**config.mk**
```make
export PLATFORM = sky130hd
export DESIGN_NAME = registrador_paralelo_serial
export DESIGN_NICKNAME = d
export VERILOG_FILES = /design/src/rtl/registrador_paralelo_serial.sv
export SDC_FILE = /design/constraint.sdc
export NUM_CORES = 1
export LEC_CHECK = 0
export BUFFER_PORTS_ARGS = -buffer_cell sky130_fd_sc_hd__buf_2
export CORE_UTILIZATION = 24
export CTS_CLUSTER_DIAMETER = 50
export DETAILED_ROUTE_END_ITERATION = 10
export SLEW_MARGIN = 10
export SYNTH_ARGS = -nofsm -noshare
export SYNTH_HDL_FRONTEND = slang
export SYNTH_SLANG_ARGS = --single-unit
```
**constraint.sdc**
```tcl
create_clock -name clock -period 1.6 [get_ports clock]
set_input_delay 0.16 -clock clock [delete_from_list [all_inputs] [get_ports clock]]
set_output_delay 0.16 -clock clock [all_outputs]
set_load 0.02 [all_outputs]
```
**src/rtl/registrador_paralelo_serial.sv**
```systemverilog
// registrador_paralelo_serial: parallel-in, serial-out shift register.
// A word on D is captured when load && ready on a rising clock edge. It is then
// sent one bit per clock on `out`, with out_valid high for each valid bit.
// MSB_FIRST selects the bit order. `done` and `ready` are high only in the final
// output cycle of a word. A new word accepted in that cycle follows the current
// one with no gap.
// Optional feature: define REGISTRADOR_PARALELO_SERIAL_PARIDADE_EN to add one
// trailing even-parity bit (^D) per word in an extra PARITY state.
//
// Handshake: `ready` depends only on registered state. A load is accepted on a
// rising edge where load && ready. D is sampled only on that edge, and a load
// while ready=0 is ignored.
module registrador_paralelo_serial #(
  parameter int N         = 4,
  parameter int MSB_FIRST = 0
) (
  input  logic         clock,
  input  logic         reset,
  input  logic [N-1:0] D,
  input  logic         load,
  output logic         ready,
  output logic         out,
  output logic         out_valid,
  output logic         done,
  output logic [1:0]   state_dbg
);

  localparam int CW = $clog2(N + 1);
  localparam logic [CW-1:0] CNT_LAST = CW'(N);
  localparam logic [CW-1:0] CNT_ONE  = CW'(1);

`ifdef REGISTRADOR_PARALELO_SERIAL_PARIDADE_EN
  typedef enum logic [1:0] {IDLE = 2'd0, SHIFT = 2'd1, PARITY = 2'd2} state_t;
`else
  typedef enum logic [1:0] {IDLE = 2'd0, SHIFT = 2'd1} state_t;
`endif

  state_t        state_q, state_d;
  logic [N-1:0]  sreg_q, sreg_d;
  logic [CW-1:0] cnt_q, cnt_d;
  logic          out_q, out_d;
  logic          out_valid_q, out_valid_d;
`ifdef REGISTRADOR_PARALELO_SERIAL_PARIDADE_EN
  logic          parity_q, parity_d;
`endif

  logic last_bit;
  logic word_end;
  logic accept;

  // Decode the last-cycle condition and the handshake from registered state only.
  always_comb begin
    last_bit = (state_q == SHIFT) && (cnt_q == CNT_LAST);
`ifdef REGISTRADOR_PARALELO_SERIAL_PARIDADE_EN
    word_end = (state_q == PARITY);
`else
    word_end = last_bit;
`endif
    ready  = (state_q == IDLE) || word_end;
    accept = load && ready;
  end

  // Next-state logic: capture on accept, otherwise shift, emit parity, or go idle.
  always_comb begin
    state_d     = state_q;
    sreg_d      = sreg_q;
    cnt_d       = cnt_q;
    out_d       = 1'b0;
    out_valid_d = 1'b0;
`ifdef REGISTRADOR_PARALELO_SERIAL_PARIDADE_EN
    parity_d    = parity_q;
`endif
    if (accept) begin
      // The first bit goes straight to `out`. sreg keeps the rest, pre-shifted.
      out_d       = (MSB_FIRST != 0) ? D[N-1] : D[0];
      sreg_d      = (MSB_FIRST != 0) ? (D << 1) : (D >> 1);
      cnt_d       = CNT_ONE;
      out_valid_d = 1'b1;
      state_d     = SHIFT;
`ifdef REGISTRADOR_PARALELO_SERIAL_PARIDADE_EN
      parity_d    = ^D;
`endif
    end else begin
      case (state_q)
        IDLE: begin
          cnt_d = '0;
        end
        SHIFT: begin
          if (!last_bit) begin
            out_d       = (MSB_FIRST != 0) ? sreg_q[N-1] : sreg_q[0];
            sreg_d      = (MSB_FIRST != 0) ? (sreg_q << 1) : (sreg_q >> 1);
            cnt_d       = cnt_q + CNT_ONE;
            out_valid_d = 1'b1;
          end else begin
`ifdef REGISTRADOR_PARALELO_SERIAL_PARIDADE_EN
            out_d       = parity_q;
            out_valid_d = 1'b1;
            state_d     = PARITY;
`else
            cnt_d       = '0;
            state_d     = IDLE;
`endif
          end
        end
`ifdef REGISTRADOR_PARALELO_SERIAL_PARIDADE_EN
        PARITY: begin
          cnt_d   = '0;
          state_d = IDLE;
        end
`endif
        default: begin
          cnt_d   = '0;
          state_d = IDLE;
        end
      endcase
    end
  end

  // State and datapath registers. An asynchronous active-low reset drops any partial word.
  always_ff @(posedge clock or negedge reset) begin
    if (!reset) begin
      state_q     <= IDLE;
      sreg_q      <= '0;
      cnt_q       <= '0;
      out_q       <= 1'b0;
      out_valid_q <= 1'b0;
`ifdef REGISTRADOR_PARALELO_SERIAL_PARIDADE_EN
      parity_q    <= 1'b0;
`endif
    end else begin
      state_q     <= state_d;
      sreg_q      <= sreg_d;
      cnt_q       <= cnt_d;
      out_q       <= out_d;
      out_valid_q <= out_valid_d;
`ifdef REGISTRADOR_PARALELO_SERIAL_PARIDADE_EN
      parity_q    <= parity_d;
`endif
    end
  end

  // Drive the outputs from the registers; done marks the final cycle of each word.
  always_comb begin
    out       = out_q;
    out_valid = out_valid_q;
    done      = word_end;
    state_dbg = state_q;
  end

endmodule

```
==> flow_metrics.env, run 1 <==
export IMPL_rsz0062_at_grt="no"
export IMPL_endpoint_kind="primary output"
export IMPL_status="finished, final reports clean"
export IMPL_hold_viol=0
export IMPL_drt_iter0_markers=5
export IMPL_cp_slowest_cell="dfrtp_1"
export IMPL_die_area_mm2=0.00200
export IMPL_syn_inst=34
export IMPL_worstPathCellList="inv_1 > ha_1 > a21boi_4 > inv_1 > buf_2"
export IMPL_path_buf_inv=3
export IMPL_via_per_inst=3.71
export IMPL_clock_path_buffers=2
export IMPL_grt_ovfl_total=0
export IMPL_criticalPathCategory="register to primary output"
export IMPL_critPathMostFrequentCell="inv_1"
export IMPL_post_drt_wl_per_cell_um=8.96
export IMPL_synth_fp_nets=43
export IMPL_num_rows=15
export IMPL_clk_transition_reported_paths_ps=60
export IMPL_detail_route_antenna_nets=0
export IMPL_grt_pass1_wl_um=1060
export IMPL_cts_tree="built"
export IMPL_cts_sinks=9
export IMPL_mostFrequentLayoutCell="buf_2"
export IMPL_layout_common_cells="11 x buf_2, 9 x dfrtp_1, 4 x inv_1"
export IMPL_grt_max_degree=11
export IMPL_die_h_um=44.7
export IMPL_skew_ps=5.42
export IMPL_peakVddDrop_v=0.000479
export IMPL_syn2layout_area_growth_pct=27.1
export IMPL_gp_congestion=0.659
export IMPL_critical_path_required_ps=1440
export IMPL_max_freq_mhz=702
export IMPL_grt_pass1_vias=260
export IMPL_yosysTopAreaCellShare=0.514
export IMPL_syn_avg_cell_area_um2=12.9
export IMPL_hp_class="primary input to register"
export IMPL_fin_setup_tns_ps=0
export IMPL_layout_min_cycle_time_ps=1420
export IMPL_die_width_um=44.7
export IMPL_max_cap_viol_count=0
export IMPL_worstSkewPairLatency_ps=260
export IMPL_cts_root_buf="clkbuf_4"
export IMPL_total_power_uw=950
export IMPL_period_share=0.890
export IMPL_layout_nets=60
export IMPL_boundaryPins=13
export IMPL_max_stage_delay_ps=350
export IMPL_dr_pass1_iters=2
export IMPL_synth_seq_cells=9
export IMPL_synth_cell_type_count=16
export IMPL_critPathLaunchType="register"
export IMPL_core_area_mm2=0.00173
export IMPL_synth_area_um2=438
export IMPL_yosys_warnings=0
export IMPL_antenna_cells=0
export IMPL_htree_levels=1
export IMPL_drv_slew=0
export IMPL_grt_antenna_before_repair=0
export IMPL_final_setup_viol_count=0
export IMPL_crit_family="flip-flops"
export IMPL_initial_core_util=0.254
export IMPL_synth_area_leaders="dfrtp_1 51%, mux2_2 7.7%, mux2_4 6.9%"
export IMPL_gr_usage_all_layers=0.0876
export IMPL_power_leakage_nw=0.302
export IMPL_crit_fanout=4
export IMPL_drive_gt1_frac=0.480
export IMPL_vias=278
export IMPL_numCtsBuffers=3
export IMPL_synth_top_cell_by_area="dfrtp_1"
export IMPL_wl_um=672
export IMPL_arrival_ps=1260
export IMPL_port_buffers=11
export IMPL_drc_errors=0
export IMPL_yosysSeqAreaShare=0.514
export IMPL_power_density_mw_per_mm2=1710
logic make-up (layout without fill, tap and decap cells):
family                     Yosys count  after routing  share of synthesized area
and+or+nand+nor                      7              7                     0.0886
AOI/OAI and AO/OA                    1              1                     0.0429
DFF                                  9              9                      0.514
buffers and inverters                6             22                     0.0771
muxes                                7              7                      0.191
xor gates and xnor gates             1              1                     0.0200
other                                1              1                    0.00856
adders and majority gates            2              2                     0.0571
registers in the layout (all words and copies together) (netlist names):
| register | cells |
|---|---|
| cnt_q | 3 |
| sreg_q | 3 |
| out | 1 |
| state_dbg | 1 |
| out_valid | 1 |
final timing paths:
kind,start,end,slack (ps),cells past startpoint
min,D[0],out,150,3
min reg2reg,sreg_q[1],sreg_q[0],510,1
max reg2reg,cnt_q[0],sreg_q[0],180,5
max in group asynchronous,reset,sreg_q[0],1140,2
max,cnt_q[0],ready,180,5
min in group asynchronous,reset,cnt_q[0],280,2
through the flow:
step	instance area [um^2]	hold WS (ps)	utilization	instances	setup WS (ps)
floorplan	438	-136	-	34	280
global placement	505	24.8	0.293	68	209
CTS	542	141	0.314	73	16.2
detailed placement	505	26.7	0.293	68	189
global route	557	161	0.322	75	84.8
finish	557	152	0.322	75	176
area by class of cell:
type / instances / area [um^2]
sequential: 9 / 225
inverter: 4 / 15.0
tap: 25 / 31.3
fill: 191 / 1170
clock buffer: 4 / 26.3
multi-input combinational: 19 / 179
timing repair buffer: 14 / 80.1
routing by layer:
metal,vias up,track usage,part of all wire
li1,137,-,-
met1,127,0.0781,0.42
met2,10,0.126,0.48
met3,4,0.0720,0.074
met4,0,0.0727,0.030
met5,-,0,0
worst register-to-register path, stage by stage (launching register included):
cell and delay, ps:
dfrtp_1 350, inv_1 60, ha_1 230, a21boi_4 180
buf_4 170, mux2_2 330
power breakdown:
group	internal, mW	total, mW	switching, mW
sequential	0.309	0.355	0.0459
clock	0.0958	0.171	0.0749
combinational	0.224	0.424	0.201
synth_stat cells (all sizes together):
cell and count:
inv 4, a21boi 1, nor2 1, and2 2, xor2 1, dfrtp 9, or2 2, and3 1
ha 2, mux2 5, nand2 1, mux2i 2, conb 1, buf 2
what timing repair did:
item | in CTS | in global routing
hold buffers | 1 | 0
buffers inserted | 0 | 2
setup endpoints to repair | 0 | 1
endpoints found under the hold margin | 9 | 0
resized for setup | 0 | 0
Note: power is estimated with default switching activity, not from simulation.
==> run 2, diff against run 1 <==
- BUFFER_PORTS_ARGS: -buffer_cell sky130_fd_sc_hd__buf_2 -> default
- CORE_AREA: default -> 2 2 39 41
- CORE_UTILIZATION: 24 -> default
- CTS_CLUSTER_SIZE: default -> 25
- DIE_AREA: default -> 0 0 41 43
- DONT_BUFFER_PORTS: default -> 1
==> flow_metrics.env, run 2 (synthesis gave the netlist of run 1 again) <==
export IMPL_antenna_cells=0
export IMPL_final_setup_viol_count=0
export IMPL_drc_errors=0
export IMPL_holdWs_ps=19.5
export IMPL_dr_pass1_iters=1
export IMPL_layout_nets=52
export IMPL_endpoint_kind="register"
export IMPL_htree_levels=1
export IMPL_num_rows=14
export IMPL_finish_instance_area_um2=517
export IMPL_die_width_um=41
export IMPL_power_leakage_nw=0.273
export IMPL_die_area_mm2=0.00176
export IMPL_critical_path_required_ps=1760
export IMPL_skew_ps=3.77
export IMPL_r2r_end="sreg_q[1]"
export IMPL_crit_start="cnt_q[0]"
export IMPL_status="finished, final reports clean"
export IMPL_max_cap_viol_count=0
export IMPL_rsz0062_at_grt="no"
export IMPL_core_area_mm2=0.00138
export IMPL_hp_class="primary input to register"
export IMPL_final_cell_count_no_fill=58
export IMPL_syn2layout_area_growth_pct=18.0
export IMPL_grt_ovfl_total=0
export IMPL_grt_pass1_wl_um=1170
export IMPL_crit_fanout=7
export IMPL_clk_transition_reported_paths_ps=70
export IMPL_max_freq_mhz=689
export IMPL_initial_core_util=0.316
export IMPL_period_share=0.908
export IMPL_worstSkewPairLatency_ps=270
export IMPL_r2r_start="cnt_q[0]"
export IMPL_layout_min_cycle_time_ps=1450
export IMPL_gp_congestion=0.694
export IMPL_cts_root_buf="clkbuf_4"
export IMPL_drive_gt1_frac=0.381
export IMPL_grt_max_degree=11
export IMPL_post_drt_wl_per_cell_um=12.6
export IMPL_largest_registers="cnt_q (3), sreg_q (3)"
export IMPL_grt_antenna_before_repair=0
export IMPL_power_density_mw_per_mm2=1850
export IMPL_grt_pass1_vias=266
export IMPL_boundaryPins=13
export IMPL_via_per_inst=4.28
export IMPL_gr_usage_all_layers=0.113
export IMPL_criticalPathCategory="register to register"
export IMPL_cts_sinks=9
export IMPL_port_buffers=0
export IMPL_drv_slew=0
export IMPL_cts_tree="built"
export IMPL_arrival_ps=1610
export IMPL_wl_um=733
export IMPL_placed_cells=49
export IMPL_critPathLaunchType="register"
export IMPL_worst_r2r_setup_slack_ps=150
export IMPL_drt_iter0_markers=0
export IMPL_mostFrequentLayoutCell="dfrtp_1"
export IMPL_fin_setup_tns_ps=0
export IMPL_peakVddDrop_v=0.000491
export IMPL_min_delay_start="load"
export IMPL_place_area_um2=447
export IMPL_reg2reg_depth=5
export IMPL_cp_endpoint="sreg_q[1]"
export IMPL_fillers=144
export IMPL_vias=248
export IMPL_hold_viol=0
export IMPL_detail_route_antenna_nets=0
export IMPL_layout_common_cells="9 x dfrtp_1, 4 x inv_1, 4 x buf_4"
export IMPL_numCtsBuffers=3
export IMPL_clock_path_buffers=2
export IMPL_final_core_util=0.373
export IMPL_die_h_um=43
==> run 2: changes by cell type in the layout (fill, tap and decap cells not counted) <==
cell,delta
buf_2,-11
buf_4,+2
clkbuf_1,-1
clkinv_2,+1
dlygate4sd3_1,+1
==> run 2: layer usage <==
layer | GRT usage | wire (um) | vias to the layer above | share of wire
li1 | - | - | 121 | -
met1 | 0.0987 | 276 | 118 | 0.38
met2 | 0.159 | 406 | 9 | 0.55
met3 | 0.0838 | 50 | 0 | 0.068
met4 | 0.100 | 0 | 0 | 0
met5 | 0 | 0 | - | 0
==> run 2: what timing repair did <==
item                                   CTS  global route
endpoints found under the hold margin   11             0
gates resized for setup                  0             0
setup endpoints to repair                0             1
hold buffers                             2             0
buffers inserted                         0             3
==> run 2: critical path, stage by stage, from the launching register on <==
cell      delay, ps
dfrtp_1         360
inv_1            60
ha_1            230
a21boi_4        210
buf_4           170
mux2_2          320
==> run 2: cell type report <==
type                    count  area (um^2)  area share
clock buffers               3         22.5      0.0436
clock inverters             1         5.00     0.00969
inverters                   4         15.0      0.0291
multi-input cells          19          179       0.346
flip-flops and latches      9          225       0.436
well taps                  16         20.0      0.0387
repair buffers              6         50.0      0.0969
==> run 2: power by group <==
part,total (mW),internal (mW),leakage (nW),switching (mW)
combinational,0.393,0.214,0.147,0.179
sequential,0.380,0.309,0.109,0.0704
clock,0.181,0.0925,0.0177,0.0883
==> run 2: per-stage QoR <==
step / total power [mW] / worst slack, ps
4_1_cts: 0.920 / 14.9
5_1_grt: 1.04 / 76.7
2_1_floorplan: 0.653 / 280
3_3_place_gp: 0.691 / 210
6_report: 0.954 / 148
3_5_place_dp: 0.714 / 170
==> run 2: worst min path at each step <==
stage                      to  slack (ps)  cells after the start
floorplan            cnt_q[0]        -140                      0
global placement    out_valid        -140                      0
detailed placement  out_valid        -140                      0
CTS                       out           1                      2
global route              out           8                      2
finish                    out          20                      2
==> run 3, diff against run 2 <==
--- a/config.mk
+++ b/config.mk
@@ -7,2 +7,3 @@
 export LEC_CHECK = 0
+export ABC_AREA = 1
 export CORE_AREA = 2 2 39 41
--- a/constraint.sdc
+++ b/constraint.sdc
@@ -3,2 +3,2 @@
 set_output_delay 0.16 -clock clock [all_outputs]
-set_load 0.02 [all_outputs]
+set_load 0.05 [all_outputs]
==> flow_metrics.env, run 3 <==
export IMPL_critPathLaunchType="register"
export IMPL_synth_edf_count=0
export IMPL_largest_registers="cnt_q (3), sreg_q (3)"
export IMPL_crit_fanout=2
export IMPL_hold_buffers=1
export IMPL_endpoint_kind="primary output"
export IMPL_via_per_inst=4.55
export IMPL_die_area_mm2=0.00176
export IMPL_grt_antenna_before_repair=0
export IMPL_synth_area_um2=417
export IMPL_power_leakage_nw=0.241
export IMPL_final_setup_viol_count=0
export IMPL_yosys_warnings=0
export IMPL_power_density_mw_per_mm2=2140
export IMPL_synth_fp_nets=52
export IMPL_initial_core_util=0.301
export IMPL_synth_cell_type_count=14
export IMPL_synth_seq_cells=9
export IMPL_layout_common_cells="9 x nand3_1, 9 x dfrtp_1, 7 x nand2_1"
export IMPL_fin_setup_tns_ps=0
export IMPL_grt_max_degree=14
export IMPL_max_cap_viol_count=0
export IMPL_drive_gt1_frac=0.167
export IMPL_grt_ovfl_total=0
export IMPL_syn_avg_cell_area_um2=9.69
export IMPL_hold_viol=0
export IMPL_max_freq_mhz=700
export IMPL_status="finished, final reports clean"
export IMPL_dpl_hpwl_um=548
export IMPL_worst_r2r_setup_slack_ps=280
export IMPL_fillers=152
export IMPL_worstSkewPairLatency_ps=260
export IMPL_arrival_ps=1270
export IMPL_cts_setup_buffers=0
export IMPL_drt_iter0_markers=6
export IMPL_numCtsBuffers=3
export IMPL_peakVddDrop_v=0.000635
export IMPL_gp_congestion=0.695
export IMPL_final_core_util=0.338
export IMPL_period_share=0.893
export IMPL_vias=291
export IMPL_cts_resized=0
export IMPL_synth_area_leaders="dfrtp_1 54%, nand3_1 11%, nand2_1 6.3%"
export IMPL_core_area_mm2=0.00138
export IMPL_gr_usage_all_layers=0.105
export IMPL_rsz0062_at_grt="no"
export IMPL_antenna_cells=0
export IMPL_layout_min_cycle_time_ps=1430
export IMPL_drv_slew=0
export IMPL_num_rows=14
export IMPL_skew_ps=0.601
export IMPL_grt_pass1_vias=277
export IMPL_cts_root_buf="clkbuf_4"
export IMPL_hp_class="primary input to register"
export IMPL_detail_route_antenna_nets=0
export IMPL_boundaryPins=13
export IMPL_die_h_um=43
export IMPL_synth_top_cell_by_area="dfrtp_1"
export IMPL_synthArstFlopShare=1.00
export IMPL_yosysSeqAreaShare=0.541
export IMPL_cts_sinks=9
export IMPL_syn_inst=43
export IMPL_post_drt_wl_per_cell_um=11.9
export IMPL_grt_pass1_wl_um=1180
export IMPL_port_buffers=0
export IMPL_synth_top_cells_by_count="9 x dfrtp_1, 9 x nand3_1, 7 x nand2_1, 5 x inv_1, 3 x nor2_1"
export IMPL_drc_errors=0
export IMPL_ys_flop_type="dfrtp_1"
export IMPL_clk_transition_reported_paths_ps=60
export IMPL_die_width_um=41
export IMPL_layout_nets=58
export IMPL_yosysTopAreaCellShare=0.541
export IMPL_clock_path_buffers=2
export IMPL_syn2layout_area_growth_pct=12.3
export IMPL_critical_path_required_ps=1440
export IMPL_dr_pass1_iters=4
export IMPL_cts_tree="built"
export IMPL_wl_um=764
export IMPL_htree_levels=1
export IMPL_criticalPathCategory="register to primary output"
## run 3: cell families (layout without fill, tap and decap cells)
group,after synthesis,in the layout,share of synthesized area
flops,9,9,0.541
fa+ha+maj,2,2,0.0601
xor+xnor,1,1,0.0210
simple gates,21,21,0.240
buf+inv,7,12,0.0991
compound gates,2,2,0.0300
other cells,1,1,0.00900
## run 3: cell type report
cell class / count / area, um^2 / share of cell area
clock buffer: 4 / 26.3 / 0.0561
inverter: 5 / 18.8 / 0.0401
multi-input combinational: 27 / 153 / 0.326
sequential: 9 / 225 / 0.481
tap: 16 / 20.0 / 0.0428
timing repair buffer: 3 / 25.0 / 0.0535
## run 3: path summary, 6_finish.rpt
kind                            from        end  depth (start not counted)
setup / recovery            cnt_q[0]       done                          5
hold / removal                  D[3]  sreg_q[2]                          2
setup reg to reg            cnt_q[0]   cnt_q[0]                          6
hold reg to reg            sreg_q[0]        out                          2
max in group asynchronous      reset  sreg_q[2]                          1
min in group asynchronous      reset   cnt_q[0]                          1
## run 3: power by group
group          leakage (nW)  internal, mW  total, mW  switching, mW
Sequential            0.109         0.315      0.415          0.101
Combinational         0.117         0.128      0.410          0.282
Clock                0.0150        0.0961      0.175         0.0789
## run 3: metrics by stage
step           hold WS (ps)  worst slack, ps  cells  total power, mW  area, um^2
2_1_floorplan          -136              188     43            0.790         419
3_3_place_gp           -135              327     59            0.810         432
3_5_place_dp           -135              289     59            0.826         432
4_1_cts                37.3              151     64             1.01         468
5_1_grt                52.7             49.6     64             1.08         468
6_report               49.4              171     64             1.00         468
## run 3: metal layers
layer	GRT usage	up-vias	share of wire
li1	-	143	-
met2	0.138	13	0.43
met5	0	-	0
met3	0.0524	2	0.090
met1	0.125	133	0.46
met4	0.0800	0	0.016
## run 3: critical path, cell delays in order, from the launching register on
cell and delay, ps:
dfrtp_1 380, inv_1 90, ha_1 180, nand2_2 90
nor2_2 80, buf_4 190
